### src/rtl/mem_if_pkg.sv
// Shared definitions for the RAM access path: FSM state encoding, transfer op and default widths.
package mem_if_pkg;

  localparam int DATA_W_DEF = 32;
  localparam int ADDR_W_DEF = 9;
  localparam int CNT_W      = 4;

  typedef enum logic [1:0] {
    IDLE   = 2'd0,
    SETUP  = 2'd1,
    ACCESS = 2'd2,
    HOLD   = 2'd3
  } state_t;

  typedef enum logic {
    OP_READ  = 1'b0,
    OP_WRITE = 1'b1
  } op_t;

endpackage

### src/rtl/mem_wait_counter.sv
// Loadable down-counter that times the ACCESS phase; tc flags the last strobe cycle.
module mem_wait_counter
  import mem_if_pkg::*;
#(
  parameter int W = CNT_W
) (
  input  logic         clock,
  input  logic         clear,
  input  logic         load,
  input  logic         en,
  input  logic [W-1:0] load_val,
  output logic         tc
);

  logic [W-1:0] count;

  always_ff @(posedge clock or negedge clear) begin
    if (!clear) begin
      count <= '0;
    end else if (load) begin
      count <= load_val;
    end else if (en && (count != '0)) begin
      count <= count - 1'b1;
    end
  end

  assign tc = (count == '0);

endmodule

### src/rtl/mem_access_controller.sv
// CPU-side initiator for the asynchronous RAM: owns MAR/MDR and sequences each transfer
// as SETUP -> ACCESS (strobe) -> HOLD so address and data never move under a strobe.
module mem_access_controller
  import mem_if_pkg::*;
#(
  parameter int DATA_W      = DATA_W_DEF,
  parameter int ADDR_W      = ADDR_W_DEF,
  parameter int WAIT_CYCLES = 1
) (
  input  logic              clock,
  input  logic              clear,
  input  logic [DATA_W-1:0] BusMuxOut,
  input  logic              MARin,
  input  logic              MDRin,
  input  logic              start_read,
  input  logic              start_write,
  output logic [DATA_W-1:0] mdr_out,
  output logic              busy,
  output logic              done,
  output logic              req_err,
  output logic              read,
  output logic              write,
  output logic [ADDR_W-1:0] address,
  output logic [DATA_W-1:0] ram_wdata,
  input  logic [DATA_W-1:0] Mdatain
);

  localparam logic [CNT_W-1:0] WAIT_LOAD = CNT_W'(WAIT_CYCLES);

  state_t            state;
  op_t               op;
  logic [ADDR_W-1:0] mar;
  logic [DATA_W-1:0] mdr;
  logic              cnt_load;
  logic              cnt_en;
  logic              last_access;

  // Counter is armed during SETUP so it already holds WAIT_CYCLES on the first ACCESS cycle.
  assign cnt_load = (state == SETUP);
  assign cnt_en   = (state == ACCESS);

  mem_wait_counter #(.W(CNT_W)) u_wait (
    .clock    (clock),
    .clear    (clear),
    .load     (cnt_load),
    .en       (cnt_en),
    .load_val (WAIT_LOAD),
    .tc       (last_access)
  );

  always_ff @(posedge clock or negedge clear) begin
    if (!clear) begin
      state   <= IDLE;
      op      <= OP_READ;
      mar     <= '0;
      mdr     <= '0;
      busy    <= 1'b0;
      done    <= 1'b0;
      req_err <= 1'b0;
      read    <= 1'b0;
      write   <= 1'b0;
    end else begin
      // NOTE: non-blocking defaults here are overridden by later assignments in the case arms,
      // so each flag is a clean one-cycle pulse unless a state explicitly re-asserts it.
      req_err <= 1'b0;
      done    <= 1'b0;
      unique case (state)
        IDLE: begin
          if (MARin) mar <= BusMuxOut[ADDR_W-1:0];
          if (MDRin) mdr <= BusMuxOut;
          if (start_read && start_write) begin
            req_err <= 1'b1;
          end else if (start_read || start_write) begin
            op    <= start_read ? OP_READ : OP_WRITE;
            busy  <= 1'b1;
            state <= SETUP;
          end
        end
        SETUP: begin
          read  <= (op == OP_READ);
          write <= (op == OP_WRITE);
          state <= ACCESS;
        end
        ACCESS: begin
          if (last_access) begin
            if (op == OP_READ) mdr <= Mdatain;
            read  <= 1'b0;
            write <= 1'b0;
            done  <= 1'b1;
            state <= HOLD;
          end
        end
        HOLD: begin
          busy  <= 1'b0;
          state <= IDLE;
        end
        default: state <= IDLE;
      endcase
    end
  end

  assign mdr_out   = mdr;
  assign address   = mar;
  assign ram_wdata = mdr;

endmodule

### config.mk
export PLATFORM = sky130hd
export DESIGN_NAME = mem_access_controller
export DESIGN_NICKNAME = d
export VERILOG_FILES = /design/src/rtl/mem_if_pkg.sv /design/src/rtl/mem_wait_counter.sv /design/src/rtl/mem_access_controller.sv
export SDC_FILE = /design/constraint.sdc
export NUM_CORES = 1
export LEC_CHECK = 0
export CORE_UTILIZATION = 40
export CTS_CLUSTER_SIZE = 40
export DETAILED_ROUTE_END_ITERATION = 12
export PLACE_DENSITY = 0.86
export RECOVER_POWER = 25
export SLEW_MARGIN = 10
export SYNTH_ARGS = -nofsm -noshare
export SYNTH_HDL_FRONTEND = slang
export SYNTH_HIERARCHICAL = 1
export SYNTH_SLANG_ARGS = --single-unit
### constraint.sdc
create_clock -name clock -period 2.3 [get_ports clock]
set_input_delay 0.46 -clock clock [delete_from_list [all_inputs] [get_ports clock]]
set_output_delay 0.46 -clock clock [all_outputs]
set_load 0.01 [all_outputs]
Yosys cells after proc, flatten, opt, wreduce, memory -nomap -nowiden. Index checks and enable logic that the tools add are counted.

$add $sub $neg: 1. Equal/unequal tests: 8. Muxes and demuxes: 21. Bitwise logic cells: 2. Reduce and logical (&&, ||, !) cells: 16.

Operator list (count): 32-bit two-way mux (3); 32-bit one-hot mux with 2 select lines (1); 2-bit != test (second input constant) (5); 3-bit AND reduction (3); 1-bit two-way mux (8); 4-bit two-way mux (2); 2-bit one-hot mux with 4 select lines (1); 2-bit nonzero test (4); 2-bit two-way mux (3); 1-bit one-hot mux with 2 select lines (3); 2-bit equality test (second input constant) (2); 4-bit zero test (1); 2-bit AND reduction (2); 4-bit AND reduction (1); 4-bit nonzero test (1); 4-bit by 1-bit subtractor with 4-bit output (second input constant) (1); 2-bit by 1-bit equality test with 1-bit output (second input constant) (1); 1-bit logical AND (2); 2-bit zero test (1); 1-bit NOT (2); 1-bit logical OR (1).

Flip-flop bits (word level): 53. Bits of input ports: 70. Output and inout bits: 78. Word-level logic and storage cells: 58.

Longest topological paths before layout. Gate-level depths: netlist (run 1).

Depth after elaboration: 4. Gate-level depth with buffers: 7.

Modules after synthesis. The synthesis (run 1) kept the hierarchy.

By module, submodules not included: mem_access_controller (times used 1, cells each 199, area each 2645.0 µm², seq. area each 1226.2 µm²); mem_wait_counter (times used 1, cells each 27, area each 270.3 µm², seq. area each 100.1 µm²).

Worst setup path after synthesis (run 1). Ideal clock, no wire load.

Path type: register to register. From: reg u_wait.count[0]. To: reg mdr[10] (netlist: mdr_out[10]). Arrival time: 1.766 ns. Slack: 0.409 ns. Cell stages (with the launch flop): 8. Path through: dfrtp_1 > inv_1 > ha_1 > nor3b_2 > nand2b_1 > a21oi_4 > buf_6 > mux2_2.

Cells in the longest elaborated chain, start to end: 3.

Ends and longest elaborated chain: from (decl) (RTL line mem_wait_counter.sv:15) `logic [W-1:0] count;`; from (signal assigned) (RTL line mem_wait_counter.sv:21) `count <= load_val;`; from (signal assigned) (RTL line mem_wait_counter.sv:23) `count <= count - 1'b1;`; 4-bit zero test (RTL line mem_wait_counter.sv:27) `assign tc = (count == '0);`; via last_access (RTL line mem_access_controller.sv:36) `logic last_access;`; 2-bit != test (no source line); 4-bit AND reduction (no source line); to (signal assigned) (RTL line mem_access_controller.sv:70) `if (MDRin) mdr <= BusMuxOut;`; to (signal assigned) (RTL line mem_access_controller.sv:86) `if (op == OP_READ) mdr <= Mdatain;`; to (decl) (RTL line mem_access_controller.sv:33) `logic [DATA_W-1:0] mdr;`.

The timed path passes the listed nets, and every way through them passes these cells. A chain may end at the register's enable or synchronous reset.

Final worst setup path (run 1).
From: reg u_wait.count[0]. To: reg mdr[1] (netlist: mdr_out[1]).

The elaborated chain is that of the path after synthesis.

==> results of run 1 <==
## metrics by stage
stage	cell area, um^2	hold slack [ps]	setup slack [ps]
global placement	4250	487	252
detailed placement	4250	494	135
CTS	4340	169	111
floorplan	2920	164	409
finish	4340	491	188
global route	4340	534	53.0
## synth_stat cells, drive strengths merged
cell type | instances | share of area (%)
and2 | 2 | 0.43
o21a | 2 | 0.51
nand2 | 9 | 1.2
a21oi | 2 | 0.73
nor3b | 2 | 0.69
o31ai | 1 | 0.26
or4 | 1 | 0.26
a22o | 1 | 0.30
or2b | 1 | 0.26
mux2i | 3 | 1.0
inv | 8 | 1.0
mux2 | 74 | 29
o31a | 1 | 0.30
o22a | 1 | 0.30
buf | 40 | 11
o21ai | 5 | 0.86
dfrtp | 53 | 45
a221o | 1 | 0.34
and4b | 1 | 0.34
and2b | 1 | 0.26
nor3 | 2 | 0.34
ha | 8 | 3.4
conb | 2 | 0.26
nand2b | 2 | 0.43
nor2 | 1 | 0.13
nor4b | 1 | 0.51
o211ai | 1 | 0.43
## layer usage
layer | up-vias | routed length, um | global-route usage (%)
li1 | 996 | - | -
met1 | 1007 | 2620 | 19.8
met2 | 91 | 3320 | 30.6
met3 | 9 | 542 | 4.55
met4 | 0 | 96 | 5.66
met5 | - | 0 | 0
## worst paths after layout
kind,from,endpoint,slack (ps),cells past startpoint
max,u_wait/count[0],mdr_out[1],190,7
min,clear,mdr_out[21],490,1
max reg2reg,u_wait/count[0],mdr_out[1],190,7
min reg2reg,address[5],address[5],510,1
max in group asynchronous,clear,mdr_out[15],960,1
min in group clock,address[5],address[5],510,1
## state kept, by name, indices dropped and copies added, names as in the netlist
register,flops
busy,1
done,1
address,9
op,1
read,1
u_wait/count,4
mdr_out,32
write,1
req_err,1
state,2
## report_power, final
part           total [mW]  internal (mW)  leakage, nW  switching [mW]
Combinational        3.73           2.33         1.10            1.41
Clock               0.504          0.215       0.0374           0.290
Sequential           1.78           1.42        0.631           0.365
Total                6.02           3.96         1.77            2.06
## cell families (layout without fill, tap and decap cells)
logic type	Yosys count	count (layout)
adders and majority gates	8	8
muxes	77	77
DFF	53	53
AOI/OAI and AO/OA	15	15
other	2	4
buffers and inverters	48	169
and+or+nand+nor	23	23
## cell type report
| class | instances | area share, % |
|---|---|---|
| inverters | 8 | 0.691 |
| repair buffers | 153 | 35.3 |
| well taps | 96 | 2.76 |
| clock inverters | 2 | 0.346 |
| multi-input cells | 127 | 28.7 |
| flip-flops and latches | 53 | 30.5 |
| clock buffers | 6 | 1.67 |
==> impl_metrics.ini, run 1 <==
[detailed_routing]
drc = 0
ant_nets = 0
avgRoutedWirePerCell_um = 14.8
via_count = 2103
totalWireLength_um = 6590
drtPass1Iterations = 5
routed_via_density = 4.73
drt-initial-drc-count = 40

[global_routing]
antenna_found_initial = 0
grt_max_degree = 30
grt_usage_pct = 17.1
overflow = 0
grt_pass1_vias = 2123
grt_pass1_wl_um = 10100

[die]
core_um2 = 6910
die_h_um = 87.4
dieArea_um2 = 7630
start_util_pct = 42.2
die_x_um = 87.4
ios = 148
rows = 30

[cts]
clk_pin_slew_ps = 100
hold_buffers = 0
cts_tree = yes
numCtsBuffers = 5
cts_root_buf = clkbuf_8
htreeDepth = 2
post_cts_buffers = 0
clockBufferDepth = 2
ctsResizeCount = 0
clock_latency_ps = 300
cts.sinks = 53

[timing]
max_slew_margin_pct = 3.13
fin_crit_ps = 2110
layout_worst_path_cycle_share_pct = 91.8
hold_viol_final = 0
rsz0062_at_grt = no
setup_viol = 0
finalSetupTns_ps = 0
tightest_slew_ps = 1450
drv_slew = 0
maxClockFrequency_mhz = 473
finClkSkew_ps = 9.95

[placed_design]
dp_hpwl_um = 5100
portBuffers = 147
dp.cells = 437
globalplace.congestion = 0.700

[critical_path]
slowest_delay_ps = 430
cp_data_required_time_ps = 2490
critPathTopFamily = simple AND/OR/NAND/NOR gates
worst-path-buf-inv = 2
cp-end-kind = flop
crit_chain = inv_1 > ha_1 > nor3b_4 > nand2b_1 > a21oi_4 > buf_4 > mux2_2
critPathLaunchType = flop
slowest_stage = dfrtp_1
cp_max_fo = 16
arrival_ps = 2300
path_class = reg -> reg

[yosys]
yosysWarnings = 6
post_synth.cell_area_avg_um2 = 12.9
muxShareOfSynthArea_pct = 29.6
syn_inst = 226
yosysSeqAreaShare_pct = 45.5
synth_top_family_by_area = multiplexers
synth_seq_cells = 53
yosys.area_share.simple_pct = 4.81
syn_area_um2 = 2920
synthXorXnorAreaFrac_pct = 0
synth_fa_ha_area_share_pct = 3.43
synth_compound_area_share_pct = 4.03
synth_cell_types = 31

[run]
drv_cap = 0

[final_layout]
layout.cells.non_filler = 445
utilization_pct = 62.9
layout_common_cells = clkdlybuf4s50_1, mux2_2, dfrtp_1, nand2_1, inv_1
antennaDiodeCount = 0
layout_commonest_cell = clkdlybuf4s50_1
area_delta_synth_final_pct = 49.0
drive_above_1_share_pct = 25.8
fin_nets = 426
nFillCells = 600
register_area_um2 = 1330
multi_input_area_um2 = 1240

[power_and_ir_drop]
power_density_nw_per_um2 = 1390
vdd_drop_max_uv = 838
finalPower_mw = 6.02
leakage_nw = 1.77

[status]
status = complete, no violations

[min_path]
hold_class = in -> async
Note: power is estimated with default switching activity, not from simulation.
==> run 2, diff against run 1 <==
--- a/config.mk
+++ b/config.mk
@@ -8,7 +8,8 @@
 export CORE_UTILIZATION = 40
 export CTS_CLUSTER_SIZE = 40
 export DETAILED_ROUTE_END_ITERATION = 12
-export PLACE_DENSITY = 0.86
+export HOLD_SLACK_MARGIN = 0.05
+export PLACE_DENSITY = 0.88
 export RECOVER_POWER = 25
 export SLEW_MARGIN = 10
 export SYNTH_ARGS = -nofsm -noshare
==> impl_metrics.ini, run 2 (synthesis results as in run 1) <==
[status]
status = complete, no violations

[cts]
cts_root_buf = clkbuf_8
post_cts_buffers = 0
cts.sinks = 53
htreeDepth = 2
clock_latency_ps = 300
clockBufferDepth = 2
ctsResizeCount = 0
cts_tree = yes
numCtsBuffers = 5
hold_buffers = 0
clk_pin_slew_ps = 90

[die]
die_x_um = 87.4
start_util_pct = 42.2
ios = 148
core_um2 = 6910
rows = 30
die_h_um = 87.4
dieArea_um2 = 7630

[timing]
maxClockFrequency_mhz = 477
drv_slew = 0
finalSetupTns_ps = 0
hold_viol_final = 0
fin_crit_ps = 2100
fin_hold_ws_ps = 476
layout_worst_path_cycle_share_pct = 91.1
tightest_slew_ps = 1420
finClkSkew_ps = 5.13
max_slew_margin_pct = 5.26
setup_viol = 0
rsz0062_at_grt = no

[critical_path]
cp-end-kind = flop
reg2regPathDepth = 7
r2r_end = mdr_out[16]
critPathLaunchType = flop
critPathTopFamily = simple AND/OR/NAND/NOR gates
arrival_ps = 2280
slowest_delay_ps = 430
reg2reg_from = u_wait/count[0]
slowest_stage = dfrtp_1
worst-path-buf-inv = 2
cp_max_fo = 25
r2r_slack_ps = 200
cp_data_required_time_ps = 2480
path_class = reg -> reg
crit_chain = inv_1 > ha_1 > nor3b_2 > nand2b_1 > a21oi_4 > buf_12 > mux2_2

[power_and_ir_drop]
intPower_mw = 3.96
leakage_nw = 1.77
vdd_drop_max_uv = 748
power_density_nw_per_um2 = 1390
p_sw_share_pct = 34.2
p_seq_share_pct = 29.5
p_comb_share_pct = 62.1
clkPwrFrac_pct = 8.5
switchingPower_mw = 2.06

[global_routing]
grt_max_degree = 31
busiest_layer = met2
use_met3_pct = 4.83
grt_usage_pct = 17.2
antenna_found_initial = 0
grt_use_met2_pct = 31.3
grt_pass1_vias = 2119
overflow = 0
grt_pass1_wl_um = 10200
met1_usage_pct = 19.9

[final_layout]
area_delta_synth_final_pct = 48.4
largest_reg_flops = 32
layout_common_cells = clkdlybuf4s50_1, mux2_2, dfrtp_1, nand2_1, inv_1
antennaDiodeCount = 0
fin_nets = 425
layout_commonest_cell = clkdlybuf4s50_1
drive_above_1_share_pct = 25.9

[detailed_routing]
drc = 0
via_count = 2115
routed_via_density = 4.76
totalWireLength_um = 6560
drt-initial-drc-count = 89
ant_nets = 0
avgRoutedWirePerCell_um = 14.8
drtPass1Iterations = 4

[placed_design]
globalplace.congestion = 0.700
dp_hpwl_um = 5060
portBuffers = 147

[run]
drv_cap = 0

[min_path]
hold_class = in -> async
-- run 2: cell count changes in the layout (fill, tap and decap cells not counted), sizes merged --
cell and change:
buf -2, clkinv +2, clkinvlp -1
-- run 2: cell type report --
cell class | count | area (um^2)
flip-flops and latches | 53 | 1330
clock buffers | 5 | 68.8
clock inverters | 3 | 17.5
fillers | 589 | 2580
multi-input cells | 127 | 1240
inverters | 8 | 30.0
repair buffers | 152 | 1530
well taps | 96 | 120
-- run 2: layer usage --
| metal | share of wire [%] | vias to the layer above |
|---|---|---|
| met4 | 0.55 | 0 |
| met3 | 8.1 | 4 |
| met2 | 53 | 100 |
| met5 | 0 | - |
| met1 | 39 | 1017 |
| li1 | - | 994 |
-- run 2: how the worst max path moves through the flow --
stage	cells past startpoint	startpoint	to
global route	7	u_wait/count[0]	mdr_out[16]
detailed placement	7	u_wait/count[0]	mdr_out[16]
global placement	7	u_wait/count[0]	mdr_out[16]
finish	7	u_wait/count[0]	mdr_out[16]
CTS	7	u_wait/count[0]	mdr_out[16]
floorplan	7	u_wait/count[0]	mdr_out[10]
-- run 2: through the flow --
| stage | cell area (um^2) | std cells | worst slack (ps) | utilization, % | power [mW] |
|---|---|---|---|---|---|
| detailed placement | 4260 | 436 | 208 | 61.6 | 5.58 |
| finish | 4330 | 444 | 204 | 62.6 | 6.02 |
| global placement | 4260 | 436 | 273 | 61.6 | 5.47 |
| CTS | 4340 | 444 | 183 | 62.9 | 6.12 |
| global route | 4330 | 444 | 11.5 | 62.6 | 6.44 |
| floorplan | 2920 | 228 | 409 | - | 4.15 |
-- run 2: power by group through the flow --
stage | Combinational (mW) | Sequential (mW) | Clock (mW)
final | 3.74 | 1.77 | 0.509
after global routing | 4.01 | 1.85 | 0.570
after CTS | 3.80 | 1.79 | 0.534
after detailed placement | 3.78 | 1.80 | 0
after global placement | 3.70 | 1.77 | 0
after floorplan | 2.23 | 1.92 | 0
